$ cat src/rtl/advtim_cnt_pwm.sv
// -----------------------------------------------------------------------------
// advtim_cnt_pwm
// Output-compare / PWM counter for the advanced timer PE core.
//
// A prescaler (psc) and an auto-reload counter (arr) form the time base.
// The count is compared with a shadowed compare value to build the oc1ref
// waveform. A dead-time stage derives the complementary pair oc1p/oc1n from
// oc1ref. A repetition counter gives N-period bursts, or continuous output
// when r_rcr is 0.
//
// Ports
//   pe_pwm_clk               block clock
//   pe_pwm_rst               synchronous reset, active high
//   pe_pwm_tim_enable        level enable, sampled in IDLE to start a run
//   pe_pwm_logic_clr         one-cycle abort back to IDLE (highest priority)
//   r_psc / r_arr            prescaler ratio / period in psc units (0 acts as 1)
//   r_ccr1                   compare value
//   r_rcr                    number of periods per burst, 0 = continuous
//   r_oc1m                   0 = PWM1 (active while cnt<ccr), 1 = PWM2
//   r_dtg                    dead time in clocks
//   oc1ref                   reference waveform
//   oc1p / oc1n              main / complementary output with dead time
//   pe_pwm_tim_end           pulse: burst complete
//   pe_pwm_hw_update         pulse: shadow registers loaded
//   int_status_pwm_end       copy of pe_pwm_tim_end
//   int_status_pwm_reloaded  pulse at every period end that reloads shadows
//
// All outputs are registered. Event pulses appear in the cycle right after
// the clock edge on which the event took effect, so hw_update is high in the
// first cycle of every period and tim_end in the first IDLE cycle.
// -----------------------------------------------------------------------------
module advtim_cnt_pwm #(
  parameter int CNT_W = 16,
  parameter int DTG_W = 8
) (
  input  logic             pe_pwm_clk,
  input  logic             pe_pwm_rst,
  input  logic             pe_pwm_tim_enable,
  input  logic             pe_pwm_logic_clr,
  input  logic [CNT_W-1:0] r_psc,
  input  logic [CNT_W-1:0] r_arr,
  input  logic [CNT_W-1:0] r_ccr1,
  input  logic [CNT_W-1:0] r_rcr,
  input  logic             r_oc1m,
  input  logic [DTG_W-1:0] r_dtg,
  output logic             oc1ref,
  output logic             oc1p,
  output logic             oc1n,
  output logic             pe_pwm_tim_end,
  output logic             pe_pwm_hw_update,
  output logic             int_status_pwm_end,
  output logic             int_status_pwm_reloaded
);

  localparam logic [CNT_W-1:0] CNT_ONE = CNT_W'(1);
  localparam logic [DTG_W-1:0] DTG_ONE = DTG_W'(1);

  typedef enum logic {
    IDLE = 1'b0,
    RUN  = 1'b1
  } state_t;

  // A programmed ratio of 0 behaves like 1 so the time base never stalls.
  function automatic logic [CNT_W-1:0] nonzero(input logic [CNT_W-1:0] v);
    return (v == '0) ? CNT_ONE : v;
  endfunction

  // Dead-time counter counts down to 0 and holds there.
  function automatic logic [DTG_W-1:0] sat_dec(input logic [DTG_W-1:0] v);
    return (v == '0) ? '0 : (v - DTG_ONE);
  endfunction

  state_t           state;
  logic [CNT_W-1:0] psc_cnt;
  logic [CNT_W-1:0] arr_cnt;
  logic [CNT_W-1:0] period_cnt;
  logic [CNT_W-1:0] psc_last;
  logic [CNT_W-1:0] arr_last;
  logic [CNT_W-1:0] ccr_last;
  logic [DTG_W-1:0] dt_cnt;

  logic             start;
  logic             abort;
  logic             psc_wrap;
  logic             arr_wrap;
  logic             cnt_end;
  logic             final_end;
  logic             reload;
  logic             run_n;
  logic [CNT_W-1:0] arr_n;
  logic [CNT_W-1:0] ccr_n;
  logic             ref_n;
  logic             ref_edge;
  logic [DTG_W-1:0] dt_n;

  // ---- stage p0: decode the current cycle and form next-cycle values ----
  always_comb begin
    start     = (state == IDLE) && pe_pwm_tim_enable && !pe_pwm_logic_clr;
    abort     = (state == RUN) && (pe_pwm_logic_clr || !pe_pwm_tim_enable);
    psc_wrap  = (psc_cnt == (nonzero(psc_last) - CNT_ONE));
    arr_wrap  = (arr_cnt == (nonzero(arr_last) - CNT_ONE));
    cnt_end   = (state == RUN) && psc_wrap && arr_wrap;
    final_end = cnt_end && (r_rcr != '0) && (period_cnt == (r_rcr - CNT_ONE));
    // The final period end skips the shadow reload; an abort overrides both.
    reload    = cnt_end && !final_end && !abort;
    run_n     = start || ((state == RUN) && !abort && !final_end);

    // Next-cycle arr count and compare value, so the registered oc1ref lines
    // up with the counters it is derived from.
    ccr_n = (start || reload) ? r_ccr1 : ccr_last;
    arr_n = arr_cnt;
    if (!run_n || start || reload) begin
      arr_n = '0;
    end else if (psc_wrap) begin
      arr_n = arr_cnt + CNT_ONE;
    end

    ref_n = run_n && ((arr_n < ccr_n) ^ r_oc1m);

    // Entering RUN starts a fresh phase even when oc1ref stays low, so the
    // first low phase also honours the dead time on oc1n.
    ref_edge = (ref_n != oc1ref) || (state == IDLE);
    dt_n     = ref_edge ? r_dtg : sat_dec(dt_cnt);
  end

  // ---- stage p1: registered state, counters, shadows and outputs ----
  always_ff @(posedge pe_pwm_clk) begin
    if (pe_pwm_rst) begin
      state                   <= IDLE;
      psc_cnt                 <= '0;
      arr_cnt                 <= '0;
      period_cnt              <= '0;
      psc_last                <= '0;
      arr_last                <= '0;
      ccr_last                <= '0;
      dt_cnt                  <= '0;
      oc1ref                  <= 1'b0;
      oc1p                    <= 1'b0;
      oc1n                    <= 1'b0;
      pe_pwm_tim_end          <= 1'b0;
      pe_pwm_hw_update        <= 1'b0;
      int_status_pwm_reloaded <= 1'b0;
    end else begin
      pe_pwm_tim_end          <= final_end && !abort;
      pe_pwm_hw_update        <= start || reload;
      int_status_pwm_reloaded <= reload;

      oc1ref <= ref_n;
      oc1p   <= run_n && ref_n && (dt_n == '0);
      oc1n   <= run_n && !ref_n && (dt_n == '0);
      dt_cnt <= run_n ? dt_n : '0;

      case (state)
        IDLE: begin
          if (start) begin
            state      <= RUN;
            psc_cnt    <= '0;
            arr_cnt    <= '0;
            period_cnt <= '0;
            psc_last   <= r_psc;
            arr_last   <= r_arr;
            ccr_last   <= r_ccr1;
          end
        end
        RUN: begin
          if (abort || final_end) begin
            state      <= IDLE;
            psc_cnt    <= '0;
            arr_cnt    <= '0;
            period_cnt <= '0;
          end else if (psc_wrap) begin
            psc_cnt <= '0;
            if (arr_wrap) begin
              arr_cnt  <= '0;
              psc_last <= r_psc;
              arr_last <= r_arr;
              ccr_last <= r_ccr1;
              if (r_rcr != '0) begin
                period_cnt <= period_cnt + CNT_ONE;
              end
            end else begin
              arr_cnt <= arr_cnt + CNT_ONE;
            end
          end else begin
            psc_cnt <= psc_cnt + CNT_ONE;
          end
        end
        default: state <= IDLE;
      endcase
    end
  end

  assign int_status_pwm_end = pe_pwm_tim_end;

endmodule
$ cat config.mk
export PLATFORM = sky130hd
export DESIGN_NAME = advtim_cnt_pwm
export DESIGN_NICKNAME = d
export VERILOG_FILES = /design/src/rtl/advtim_cnt_pwm.sv
export SDC_FILE = /design/constraint.sdc
export NUM_CORES = 1
export LEC_CHECK = 0
export CORE_UTILIZATION = 55
export CTS_CLUSTER_DIAMETER = 150
export DETAILED_ROUTE_END_ITERATION = 7
export PLACE_DENSITY = 0.87
export SLEW_MARGIN = 20
export SYNTH_ARGS = -nofsm -noshare
export SYNTH_HDL_FRONTEND = slang
export SYNTH_SLANG_ARGS = --single-unit
$ cat constraint.sdc
create_clock -name pe_pwm_clk -period 21.9 [get_ports pe_pwm_clk]
set_clock_uncertainty 0.05 [all_clocks]
set_input_delay 4.38 -clock pe_pwm_clk [delete_from_list [all_inputs] [get_ports pe_pwm_clk]]
set_output_delay 4.38 -clock pe_pwm_clk [all_outputs]
set_load 0.05 [all_outputs]
==> flow_summary.json, run 1 <==
{
  "syn_avg_cell_area_um2": 8.07,
  "critical_path_class": "input pin to flip-flop",
  "die_area_um2": 14000,
  "syn_inst": 923,
  "synth-seq-area-share_pct": 29.8,
  "maxSlewViolCount": 0,
  "vias_per_cell": 6.00,
  "area_growth_pct": 15.7,
  "outcome": "complete, no violations",
  "grt_max_degree": 61,
  "slew_headroom_pct": 42.4,
  "dr_total_vias": 6864,
  "cts_setup_buffers": 0,
  "hpwl_um": 13000,
  "grt-ovfl-total": 0,
  "cpPeakStageDelay_ps": 590,
  "postSynth.asyncResetShare_pct": 0,
  "rsz0062_at_grt": "no",
  "clk_latency_ps": 360,
  "arrival_ps": 10900,
  "setup_violations": 0,
  "finalWirelength_um": 17500,
  "rows": 42,
  "finalCritPeriodShare_pct": 49.0,
  "core_um2": 13200,
  "antenna_found_initial": 0,
  "clk_pin_slew_worst_paths_ps": 80,
  "post_drt_wl_per_cell_um": 15.3,
  "required_ps": 22070,
  "grt_pass1_vias": 6213,
  "end_kind": "flip-flop",
  "drtIter0Drc": 558,
  "crit_fanout": 17,
  "synth_top_area_share_pct": 29.8,
  "die_w_um": 118,
  "h-tree-depth": 3,
  "tightest_slew_ps": 864,
  "synth_edf_count": 0,
  "grt_pass1_wl_um": 29000,
  "gp_congestion": 0.896,
  "cts-root-buf": "clkbuf_16",
  "clkSinkCount": 111,
  "synth.distinct_cells": 83,
  "peakVddDrop_v": 0.0000607,
  "numPortBuffers": 83,
  "cts_resized": 0,
  "start_util_pct": 56.3,
  "fin_nets": 1062,
  "final_layout_size_suffix_gt1_share_pct": 4.55,
  "power_density_nw_per_um2": 56.9,
  "critical_path.startpoint_type": "input pin",
  "grt_usage_pct": 25.3,
  "cp_slowest_cell": "or4_4",
  "io_pins": 84,
  "antennaDiodeCount": 0,
  "drt_pass1_iterations": 7,
  "synth_fp_nets": 1022,
  "hp-class": "flip-flop to flip-flop",
  "cts_hold_buffers": 0,
  "cts_tree": "done",
  "power.leakage_nw": 3.28,
  "ant_nets": 0,
  "synth_area_leaders": "dfxtp_1 30%, xnor2_1 7.6%, nor2_1 7.1%, mux2i_1 6.9%, ha_1 3.7%",
  "drc": 0,
  "yosysWarnings": 0,
  "hold_violations": 0,
  "finalSetupTns_ps": 0,
  "synth-seq-cells": 111,
  "fillers": 1127,
  "timing.fmax_mhz": 93.2,
  "period_minus_slack_ps": 10730,
  "synthFlopType": "dfxtp_1",
  "cts_buffer_depth": 2,
  "power_w": 0.000491,
  "die_h_um": 118,
  "synth.cell_area_um2": 7450,
  "synth_top_area_cell": "dfxtp_1",
  "netlist_top_cells_count": "140 x nor2_1, 111 x dfxtp_1, 65 x xnor2_1, 51 x mux2i_1, 51 x nand2_1",
  "maxCapViolCount": 0,
  "numCtsBuffers": 9,
  "yosysMostFrequentCell": "nor2_1"
}
-- flip-flops by register name (all words and copies together), names as in the netlist, 8 cells and up --
signal,cells
arr_cnt,16
psc_cnt,16
ccr_last,16
period_cnt,16
dt_cnt,8
psc_last,16
arr_last,16
-- logic make-up (layout without fill, tap and decap cells) --
| family | count (synthesis) | after routing | synth area share, % |
|---|---|---|---|
| AOI/OAI and AO/OA | 170 | 170 | 16.0 |
| and+or+nand+nor | 397 | 397 | 27.9 |
| buffers and inverters | 77 | 122 | 4.06 |
| DFF | 111 | 111 | 29.8 |
| adders and majority gates | 22 | 22 | 3.69 |
| xor gates and xnor gates | 93 | 93 | 11.3 |
| muxes | 53 | 53 | 7.21 |
-- worst paths after layout --
check,start,endpoint,slack [ps],cells after the start
max,r_rcr[0],dt_cnt[3]$_SDFF_PP0_,11170,25
max reg2reg,arr_last[4]$_SDFFE_PP0P_,dt_cnt[3]$_SDFF_PP0_,14170,27
min reg2reg,ccr_last[12]$_SDFFE_PP0P_,ccr_last[12]$_SDFFE_PP0P_,460,2
min,ccr_last[12]$_SDFFE_PP0P_,ccr_last[12]$_SDFFE_PP0P_,460,2
-- routing by layer --
layer,share of wire [%],global-route usage (%)
met1,46,32.5
met2,47,43.2
met3,5.5,4.83
met4,1.7,6.80
met5,0,0
-- critical path: cells and delay by family --
kind,cells,cell delay (ps)
AO/OA/AOI/OAI,14,3230
adder cells (fa/ha/maj),2,670
multiplexers,1,320
AND/OR/NAND/NOR,5,1580
buffers and inverters,3,710
-- stage by stage --
stage	instances	hold slack, ps	area, um^2	setup WS [ps]	utilization (%)
2_1_floorplan	923	416	7450	11780	-
3_3_place_gp	1128	432	8290	11080	62.6
3_5_place_dp	1128	445	8290	10870	62.6
4_1_cts	1144	463	8620	11240	65.1
5_1_grt	1144	484	8620	10790	65.1
6_report	1144	457	8620	11170	65.1
-- where the power goes --
| part | total (W) | leakage [nW] | internal, W | switching (W) |
|---|---|---|---|---|
| clock | 0.000181 | 0.159 | 0.000104 | 0.0000766 |
| combinational | 0.0000961 | 2.22 | 0.0000464 | 0.0000497 |
| sequential | 0.000214 | 0.901 | 0.000207 | 0.00000718 |
| total | 0.000491 | 3.28 | 0.000357 | 0.000133 |
-- area by class of cell --
class                   instances  area, um^2  share of cell area, %
inverters                      21        78.8                  0.914
well taps                     176         220                   2.55
clock buffers                  10         239                   2.77
clock inverters                 6        90.1                   1.04
flip-flops and latches        111        2220                   25.8
multi-input cells             735        4930                   57.2
repair buffers                 85         841                   9.75
-- cell usage in the layout (no fill, tap or decap), types with 3 or more instances in the layout --
cell type / instances
ha_1: 22
a21oi_1: 26
inv_1: 21
nor4_1: 18
a32oi_1: 5
mux2i_1: 51
nor2b_1: 11
nand4b_1: 4
a211o_1: 3
o31a_1: 3
or2_2: 3
xnor2_1: 65
a2111oi_0: 5
o31ai_1: 18
xor2_1: 26
or3_1: 12
nor3b_1: 3
nand4_1: 19
clkbuf_16: 9
or4_1: 13
nor2_1: 140
nand2b_1: 10
a31oi_1: 9
nand2_1: 51
o211ai_1: 6
o21ai_0: 38
a21o_1: 11
nand3_1: 34
o311ai_1: 7
dfxtp_1: 111
clkdlybuf4s50_1: 82
nor3_1: 27
nand3b_1: 4
or4_4: 3
and4_1: 3
and3_1: 24
o41ai_1: 8
No activity file was read; power rests on OpenSTA's default activity.
==> run 2, diff against run 1 <==
--- a/config.mk
+++ b/config.mk
@@ -5,7 +5,7 @@
 export SDC_FILE = /design/constraint.sdc
 export NUM_CORES = 1
 export LEC_CHECK = 0
-export CORE_UTILIZATION = 55
+export CORE_UTILIZATION = 52
 export CTS_CLUSTER_DIAMETER = 150
 export DETAILED_ROUTE_END_ITERATION = 7
 export PLACE_DENSITY = 0.87
==> constraint.sdc (replaced) <==
create_clock -name pe_pwm_clk -period 9.04 [get_ports pe_pwm_clk]
set_clock_uncertainty 0.05 [all_clocks]
set_input_delay 1.808 -clock pe_pwm_clk [delete_from_list [all_inputs] [get_ports pe_pwm_clk]]
set_output_delay 1.808 -clock pe_pwm_clk [all_outputs]
set_load 0.05 [all_outputs]
==> run 2 against run 1 <==
  * Non-clock buffer count unchanged
  * Setup slack worse by 10000 ps
  * Clock power up 120%
  * Worst hold slack better by 4.9 ps
  * Cell area down 0.30%
  * Power up 130%
  * Sequential power up 140%
  * Critical path type unchanged
==> flow_summary.json, run 2 (synthesis gave the netlist of run 1 again) <==
{
  "outcome": "complete, no violations",
  "grt_pass1_wl_um": 29900,
  "gp_congestion": 0.925,
  "grt_pass1_vias": 6332,
  "hold_violations": 0,
  "finalCritPeriodShare_pct": 90.8,
  "cts_setup_buffers": 0,
  "rr_worst_depth": 28,
  "die_w_um": 122,
  "rows": 43,
  "setup_violations": 0,
  "dpl_worst_slack_ps": 560,
  "hp-start": "ccr_last[4]$_SDFFE_PP0P_",
  "met2_usage_pct": 41.3,
  "period_minus_slack_ps": 8210,
  "die_h_um": 122,
  "area_growth_pct": 15.4,
  "cp.buffers_inverters": 4,
  "io_pins": 84,
  "cpPeakStageDelay_ps": 590,
  "start_util_pct": 53.5,
  "maxSlewViolCount": 0,
  "peakVddDrop_v": 0.000108,
  "finalSetupTns_ps": 0,
  "drtIter0Drc": 519,
  "grt_max_degree": 61,
  "cts_resized": 0,
  "clk_pin_slew_worst_paths_ps": 80,
  "hpwl_um": 13400,
  "cp_slowest_cell": "or4_4",
  "clkSinkCount": 111,
  "fin_hold_ws_ps": 461,
  "timing.final.ws_setup_ps": 832,
  "power_density_nw_per_um2": 134,
  "crit_family": "compound AO/OA/AOI/OAI gates",
  "power.leakage_nw": 3.26,
  "fin_nets": 1062,
  "die_area_um2": 14800,
  "post_drt_wl_per_cell_um": 15.9,
  "min_path_cells": 2,
  "switching_share_pct": 28.5,
  "worst_hold_path.endpoint": "ccr_last[4]$_SDFFE_PP0P_",
  "core_um2": 13900,
  "rsz0062_at_grt": "no",
  "clockPowerShare_pct": 34.5,
  "r2r_end": "dt_cnt[3]$_SDFF_PP0_",
  "grt.busiest_layer": "met2",
  "cts_buffer_depth": 2,
  "clk_latency_ps": 360,
  "layout_commonest_cell": "nor2_1",
  "critical_path.startpoint_type": "input pin",
  "maxCapViolCount": 0,
  "tightest_slew_ps": 862,
  "drt_pass1_iterations": 5,
  "ant_nets": 0,
  "slew_headroom_pct": 42.5,
  "final_layout_size_suffix_gt1_share_pct": 4.55,
  "h-tree-depth": 3,
  "p_int_w": 0.000824,
  "fin_util_pct": 61.7,
  "vias_per_cell": 6.05,
  "numPortBuffers": 83,
  "arrival_ps": 8410,
  "required_ps": 9240,
  "cts_hold_buffers": 0,
  "finalWirelength_um": 18300,
  "grt_util_met1_pct": 33.1,
  "cts_tree": "done",
  "timing.fmax_mhz": 122,
  "dr_total_vias": 6951,
  "numCtsBuffers": 9,
  "antennaDiodeCount": 0,
  "grt_util_met3_pct": 4.96,
  "p_seq_share_pct": 45.0,
  "combPwrFrac_pct": 20.4,
  "final_cell_mix": "140 x nor2_1, 111 x dfxtp_1, 82 x clkdlybuf4s50_1",
  "grt_usage_pct": 25.4,
  "switchingPower_w": 0.000328,
  "r2r-start": "arr_last[4]$_SDFFE_PP0P_",
  "crit_fanout": 17,
  "r2r_slack_ps": 1310,
  "drc": 0,
  "antenna_found_initial": 0,
  "cts-root-buf": "clkbuf_16",
  "end_kind": "flip-flop",
  "grt-ovfl-total": 0,
  "critical_path_class": "input pin to flip-flop",
  "hp-class": "flip-flop to flip-flop"
}
==> run 2: cell count changes in the layout (fill, tap and decap cells not counted), sizes merged <==
cell	previous run	this run
clkinv	1	2
clkbuf	10	12
clkinvlp	1	2
inv	23	21
bufinv	2	0
==> run 2: power by group through the flow <==
stage / Combinational, W / Sequential (W) / Clock [W]
4_1_cts: 0.000233 / 0.000518 / 0.000402
5_1_grt: 0.000258 / 0.000521 / 0.000422
3_3_place_gp: 0.000226 / 0.000529 / 0
2_1_floorplan: 0.000166 / 0.000521 / 0
6_report: 0.000235 / 0.000519 / 0.000398
3_5_place_dp: 0.000230 / 0.000529 / 0
==> run 2: how the worst max path moves through the flow <==
stage                   from                   end  depth (start not counted)
detailed placement  r_rcr[0]  dt_cnt[2]$_SDFF_PP0_                         25
global placement    r_rcr[2]       oc1p$_SDFF_PP0_                         23
finish              r_rcr[0]  dt_cnt[3]$_SDFF_PP0_                         25
CTS                 r_rcr[0]  dt_cnt[3]$_SDFF_PP0_                         25
floorplan           r_rcr[0]  dt_cnt[7]$_SDFF_PP0_                         27
global route        r_rcr[7]  dt_cnt[3]$_SDFF_PP0_                         23
==> run 2: worst register-to-register path: cells and delay by family, from the launching register on <==
kind,cells,cell delay (ps)
adder cells (fa/ha/maj),2,410
flip-flops,1,520
buffers and inverters,1,280
multiplexers,1,150
AND/OR/NAND/NOR,9,2500
AO/OA/AOI/OAI,15,3730
==> run 2: layout make-up <==
| class | count | area, um^2 |
|---|---|---|
| Sequential cell | 111 | 2220 |
| Multi-Input combinational cell | 735 | 4930 |
| Clock inverter | 4 | 28.8 |
| Fill cell | 1186 | 5340 |
| Inverter | 21 | 78.8 |
| Clock buffer | 12 | 267 |
| Tap cell | 180 | 225 |
| Timing Repair Buffer | 85 | 843 |
==> run 2: per-layer routing <==
layer | routed length, um | part of all wire, %
met1 | 8210 | 45
met2 | 8570 | 47
met5 | 0 | 0
met3 | 1040 | 5.7
met4 | 440 | 2.4
==> run 2: through the flow <==
stage	instance area (um^2)	power, W	std cells
6_report	8590	0.00115	1148
5_1_grt	8590	0.00120	1148
4_1_cts	8590	0.00115	1148
3_5_place_dp	8290	0.000760	1132
3_3_place_gp	8290	0.000755	1132
2_1_floorplan	7450	0.000687	923
==> patch 1 (settings of run 2) <==
Change the parameter `DTG_W` from 8 to 6.
--- a/src/rtl/advtim_cnt_pwm.sv
+++ b/src/rtl/advtim_cnt_pwm.sv
@@ -32,5 +32,5 @@
 module advtim_cnt_pwm #(
   parameter int CNT_W = 16,
-  parameter int DTG_W = 8
+  parameter int DTG_W = 6
 ) (
   input  logic             pe_pwm_clk,
Interface: changed (resized r_dtg); port bits go from 84 to 82. No check against the original RTL was run, so the function may have changed too.
==> patch 1 against run 2 <==
Area after synthesis decreased by 4.1%; fmax is 2.0% lower; design area shrank 3.6%; first-iteration DRC count fell by 12%; sequential cell count shrank 2; global-route usage down 1.4 points; setup slack worse by 0.17 ns; die area is 4.0% lower; wire length shrank 9.8%; critical path type unchanged; synthesized cell count shrank 4.0%; power shrank 2.0%; register-to-register slack got worse by 0.08 ns; non-clock buffer count down 1.
==> patch 1: results <==
{
  "status": "complete, no violations",
  "post_dp_cell_area_mm2": 0.007986,
  "ir_drop_v": 0.0001064,
  "cpMaxStageDelayCell": "or4b_2",
  "rrSetupSlack_ns": 1.23,
  "antenna_cells": 0,
  "tightestPinTransition_ns": 1.005,
  "grt_max_degree": 61,
  "synthArstFlopShare_pct": 0,
  "crit_arrival_ns": 8.62,
  "grt_pass1_wl_um": 28230,
  "drt_wl_total_um": 16470,
  "dr.pass1.iters": 5,
  "cts_resized": 0,
  "clock.fmax_mhz": 119.4,
  "clock_latency_ns": 0.36,
  "finalWeightedCongestion": 0.8936,
  "yosys-top-cells-area": "dfxtp_1, nor2_1, mux2i_1",
  "max_stage_delay_ns": 0.66,
  "num-nets-final": 1034,
  "holdWs_ns": 0.4519,
  "ys_seq_area_share_pct": 30.54,
  "final_layout_size_suffix_gt1_share_pct": 6.270,
  "cts_max_path_buffers": 2,
  "yosys-top-cells-count": "nor2_1, dfxtp_1, mux2i_1",
  "synth_flop_cell": "dfxtp_1",
  "antenna_found_initial": 0,
  "synth_cell_types": 79,
  "drt_iter0_drc": 457,
  "yosysWarnings": 0,
  "grt.total_usage_pct": 24.04,
  "grt_pass1_vias": 6140,
  "post_cts_buffers": 0,
  "path_clk_slew_ns": 0.07,
  "htree_levels": 3,
  "hold_class": "flip-flop to flip-flop",
  "dr_total_vias": 6428,
  "portBuffers": 81,
  "cts_root_buffer": "clkbuf_16",
  "leakage_uw": 0.003364,
  "cts-buffers-inserted": 9,
  "syn_nets": 984,
  "crit_path_max_fanout": 15,
  "post-dp-hpwl_um": 12200
}
==> patch 1: cell count changes after synthesis, moves of 8 or more <==
cell,delta
xor2_1,+24
nor2_1,+8
o21ai_0,+11
o41ai_1,-8
nand3_1,-12
xnor2_1,-26
clkbuf_1,-11
o31ai_1,-12
==> patch 1: power by group <==
part	internal (uW)	switching, uW
Combinational	107	110
Sequential	492	15.9
Clock	222	182
Total	821	308
==> patch 1: final timing paths <==
kind              cells after the start        start     endpoint
setup reg to reg                     29  arr_last[8]    dt_cnt[0]
hold / removal                        2  ccr_last[9]  ccr_last[9]
hold reg to reg                       2  ccr_last[9]  ccr_last[9]
setup / recovery                     26     r_rcr[0]    dt_cnt[0]
==> patch 1: worst max-delay path: cells and delay by family <==
kind | cells | cell delay (ns)
fa+ha+maj | 2 | 0.53
mux | 1 | 0.29
xor+xnor | 1 | 0.16
compound gates | 12 | 2.96
buf+inv | 2 | 0.57
simple gates | 8 | 2.27
==> patch 1: cell type report <==
cell class	count	area [um2]
clock buffers	10	239.0
inverters	20	75.07
fillers	1148	5061
multi-input cells	712	4681
repair buffers	84	828.3
flip-flops and latches	109	2182
clock inverters	6	61.31
well taps	176	220.2
==> patch 1: metrics by stage <==
stage	setup WS [ns]	utilization, %	instances
2_1_floorplan	1.404	-	886
3_3_place_gp	0.6006	59.83	1101
3_5_place_dp	0.3796	59.83	1101
4_1_cts	0.7427	62.08	1117
5_1_grt	0.2050	62.08	1117
6_report	0.6613	62.08	1117
==> patch 1: routing by layer <==
layer  part of all wire, %  wire (um)  GRT usage [%]  vias up
met5                     0          0              0        -
met4                   2.1        350          9.415        0
met3                   3.4        553          3.161       30
met2                    48       7856          40.88      147
met1                    47       7711          30.70     3013
li1                      -          -              -     3238
==> patch 1: kinds of logic (layout without fill, tap and decap cells) <==
family / Yosys count / count (layout) / share of synthesized area (%)
adders and majority gates: 23 / 23 / 4.027
muxes: 57 / 57 / 8.037
AOI/OAI and AO/OA: 148 / 148 / 13.31
buffers and inverters: 65 / 120 / 3.957
DFF: 109 / 109 / 30.54
xor gates and xnor gates: 89 / 89 / 10.91
and+or+nand+nor: 395 / 395 / 29.22
==> patch 2 (settings of run 2) <==
Without the edit above. Register the input `r_ccr1` before use. The logic sees it one clock later. The other inputs are not delayed to match.
--- a/src/rtl/advtim_cnt_pwm.sv
+++ b/src/rtl/advtim_cnt_pwm.sv
@@ -61,4 +61,10 @@
   } state_t;
 
+  logic [CNT_W-1:0] r_ccr1_q;
+
+  always_ff @(posedge pe_pwm_clk) begin
+    r_ccr1_q <= r_ccr1;
+  end
+
   // A programmed ratio of 0 behaves like 1 so the time base never stalls.
   function automatic logic [CNT_W-1:0] nonzero(input logic [CNT_W-1:0] v);
@@ -108,5 +114,5 @@
     // Next-cycle arr count and compare value, so the registered oc1ref lines
     // up with the counters it is derived from.
-    ccr_n = (start || reload) ? r_ccr1 : ccr_last;
+    ccr_n = (start || reload) ? r_ccr1_q : ccr_last;
     arr_n = arr_cnt;
     if (!run_n || start || reload) begin
@@ -160,5 +166,5 @@
             psc_last   <= r_psc;
             arr_last   <= r_arr;
-            ccr_last   <= r_ccr1;
+            ccr_last   <= r_ccr1_q;
           end
         end
@@ -175,5 +181,5 @@
               psc_last <= r_psc;
               arr_last <= r_arr;
-              ccr_last <= r_ccr1;
+              ccr_last <= r_ccr1_q;
               if (r_rcr != '0) begin
                 period_cnt <= period_cnt + CNT_ONE;
Behaviour: not the same (a bounded check fails within 4 cycles, from zero or initial values and one cycle with pe_pwm_rst high).
==> patch 2 against run 2 <==
Clock power up 66%; design area up 6.8%; sequential cell count up 16; global-route usage up 0.24 points; wire length up 3.0%; setup slack better by 0.77 ns; area after synthesis up 3.5%; power up 30%; first-iteration DRC count down 14%; register-to-register slack better by 0.29 ns; combinational power up 5%; largest power group is now the clock network; highest routed layer unchanged.
==> patch 2: results <==
{
  "hold_class": "flip-flop to flip-flop",
  "yosys-top-cells-count": "nor2_1, dfxtp_1, nand2_1",
  "crit_path_max_fanout": 20,
  "syn_inst": 959,
  "instances_no_fill": 1214,
  "synth_cell_types": 74,
  "syn_nets": 1058,
  "p_switching_uw": 388.3,
  "cts_resized": 0,
  "post_dp_cell_area_mm2": 0.008621,
  "max_stage_delay_ns": 0.69,
  "comb_power_uw": 246,
  "grt.total_usage_pct": 25.65,
  "tightestPinTransition_ns": 1.078,
  "clkPwrFrac_pct": 44.0,
  "ys_seq_area_share_pct": 32.96,
  "cpMaxStageDelayCell": "or4_1",
  "wl_met2_um": 9123,
  "wl_met3_um": 1030,
  "dp_slack_ns": 1.187,
  "portBuffers": 83,
  "num-nets-final": 1119,
  "final_layout_size_suffix_gt1_share_pct": 5.146,
  "finalWeightedCongestion": 0.9611,
  "wl_met1_um": 8341,
  "path_clk_slew_ns": 0.06,
  "drt_wl_total_um": 18810,
  "htree_levels": 4,
  "leakage_uw": 0.003824,
  "crit_arrival_ns": 7.75,
  "dp_cells": 1185,
  "cts_max_path_buffers": 2,
  "post_cts_buffers": 0,
  "antenna_cells": 0,
  "status": "complete, no violations",
  "drt_iter0_drc": 447,
  "viasPerCell": 5.877,
  "post-dp-hpwl_um": 13710,
  "ir_drop_v": 0.0001335,
  "clock_latency_ns": 0.42,
  "cts-buffers-inserted": 17,
  "dr.pass1.iters": 6,
  "yosys-top-cells-area": "dfxtp_1, nor2_1, mux2i_1",
  "yosysWarnings": 0,
  "grt_max_degree": 89,
  "grt_pass1_vias": 6606,
  "grt_pass1_wl_um": 30730,
  "antenna_found_initial": 0,
  "power_density_mw_per_mm2": 163.2
}
## patch 2: changes by cell type after synthesis, sizes merged, moves of 13 or more
cell / before / now
nand2: 51 / 82
xor2: 26 / 39
nand3: 35 / 19
nand3b: 4 / 22
o21ai: 38 / 53
a21oi: 26 / 51
dfxtp: 111 / 127
xnor2: 65 / 38
o2111ai: 1 / 17
## patch 2: worst paths after layout
path / to / start / slack, ns / cells past startpoint
min reg2reg: ccr_last[1] / r_ccr1_q[1] / 0.45 / 2
max: oc1p / psc_last[0] / 1.60 / 28
max reg2reg: oc1p / psc_last[0] / 1.60 / 28
min: ccr_last[1] / r_ccr1_q[1] / 0.45 / 2
## patch 2: kinds of logic after synthesis
logic type,after synthesis,synth area share (%)
compound gates,185,15.67
flops,127,32.96
xor+xnor,77,8.743
buf+inv,69,3.569
mux,53,6.975
fa+ha+maj,22,3.568
simple gates,426,28.52
## patch 2: area by class of cell
class                      instances  area (um2)
clock buffer                      22       474.2
tap                              184       230.2
inverter                          23       86.33
clock inverter                     7       87.58
fill                            1225        5296
multi-input combinational        763        4898
timing repair buffer              88       863.3
sequential                       127        2542
## patch 2: worst max-delay path: cells and delay by family (launching register included)
kind                       cells  cell delay [ns]
AOI/OAI and AO/OA              8             1.38
and+or+nand+nor               14             4.35
muxes                          1             0.13
buffers and inverters          2             0.34
adders and majority gates      2             0.63
DFF                            1             0.35
xor gates and xnor gates       1             0.12
## patch 2: routing by layer
metal,global-route usage [%],up-vias
met5,0,-
met4,8.735,0
met3,6.136,30
met2,43.82,198
met1,31.38,3318
li1,-,3589
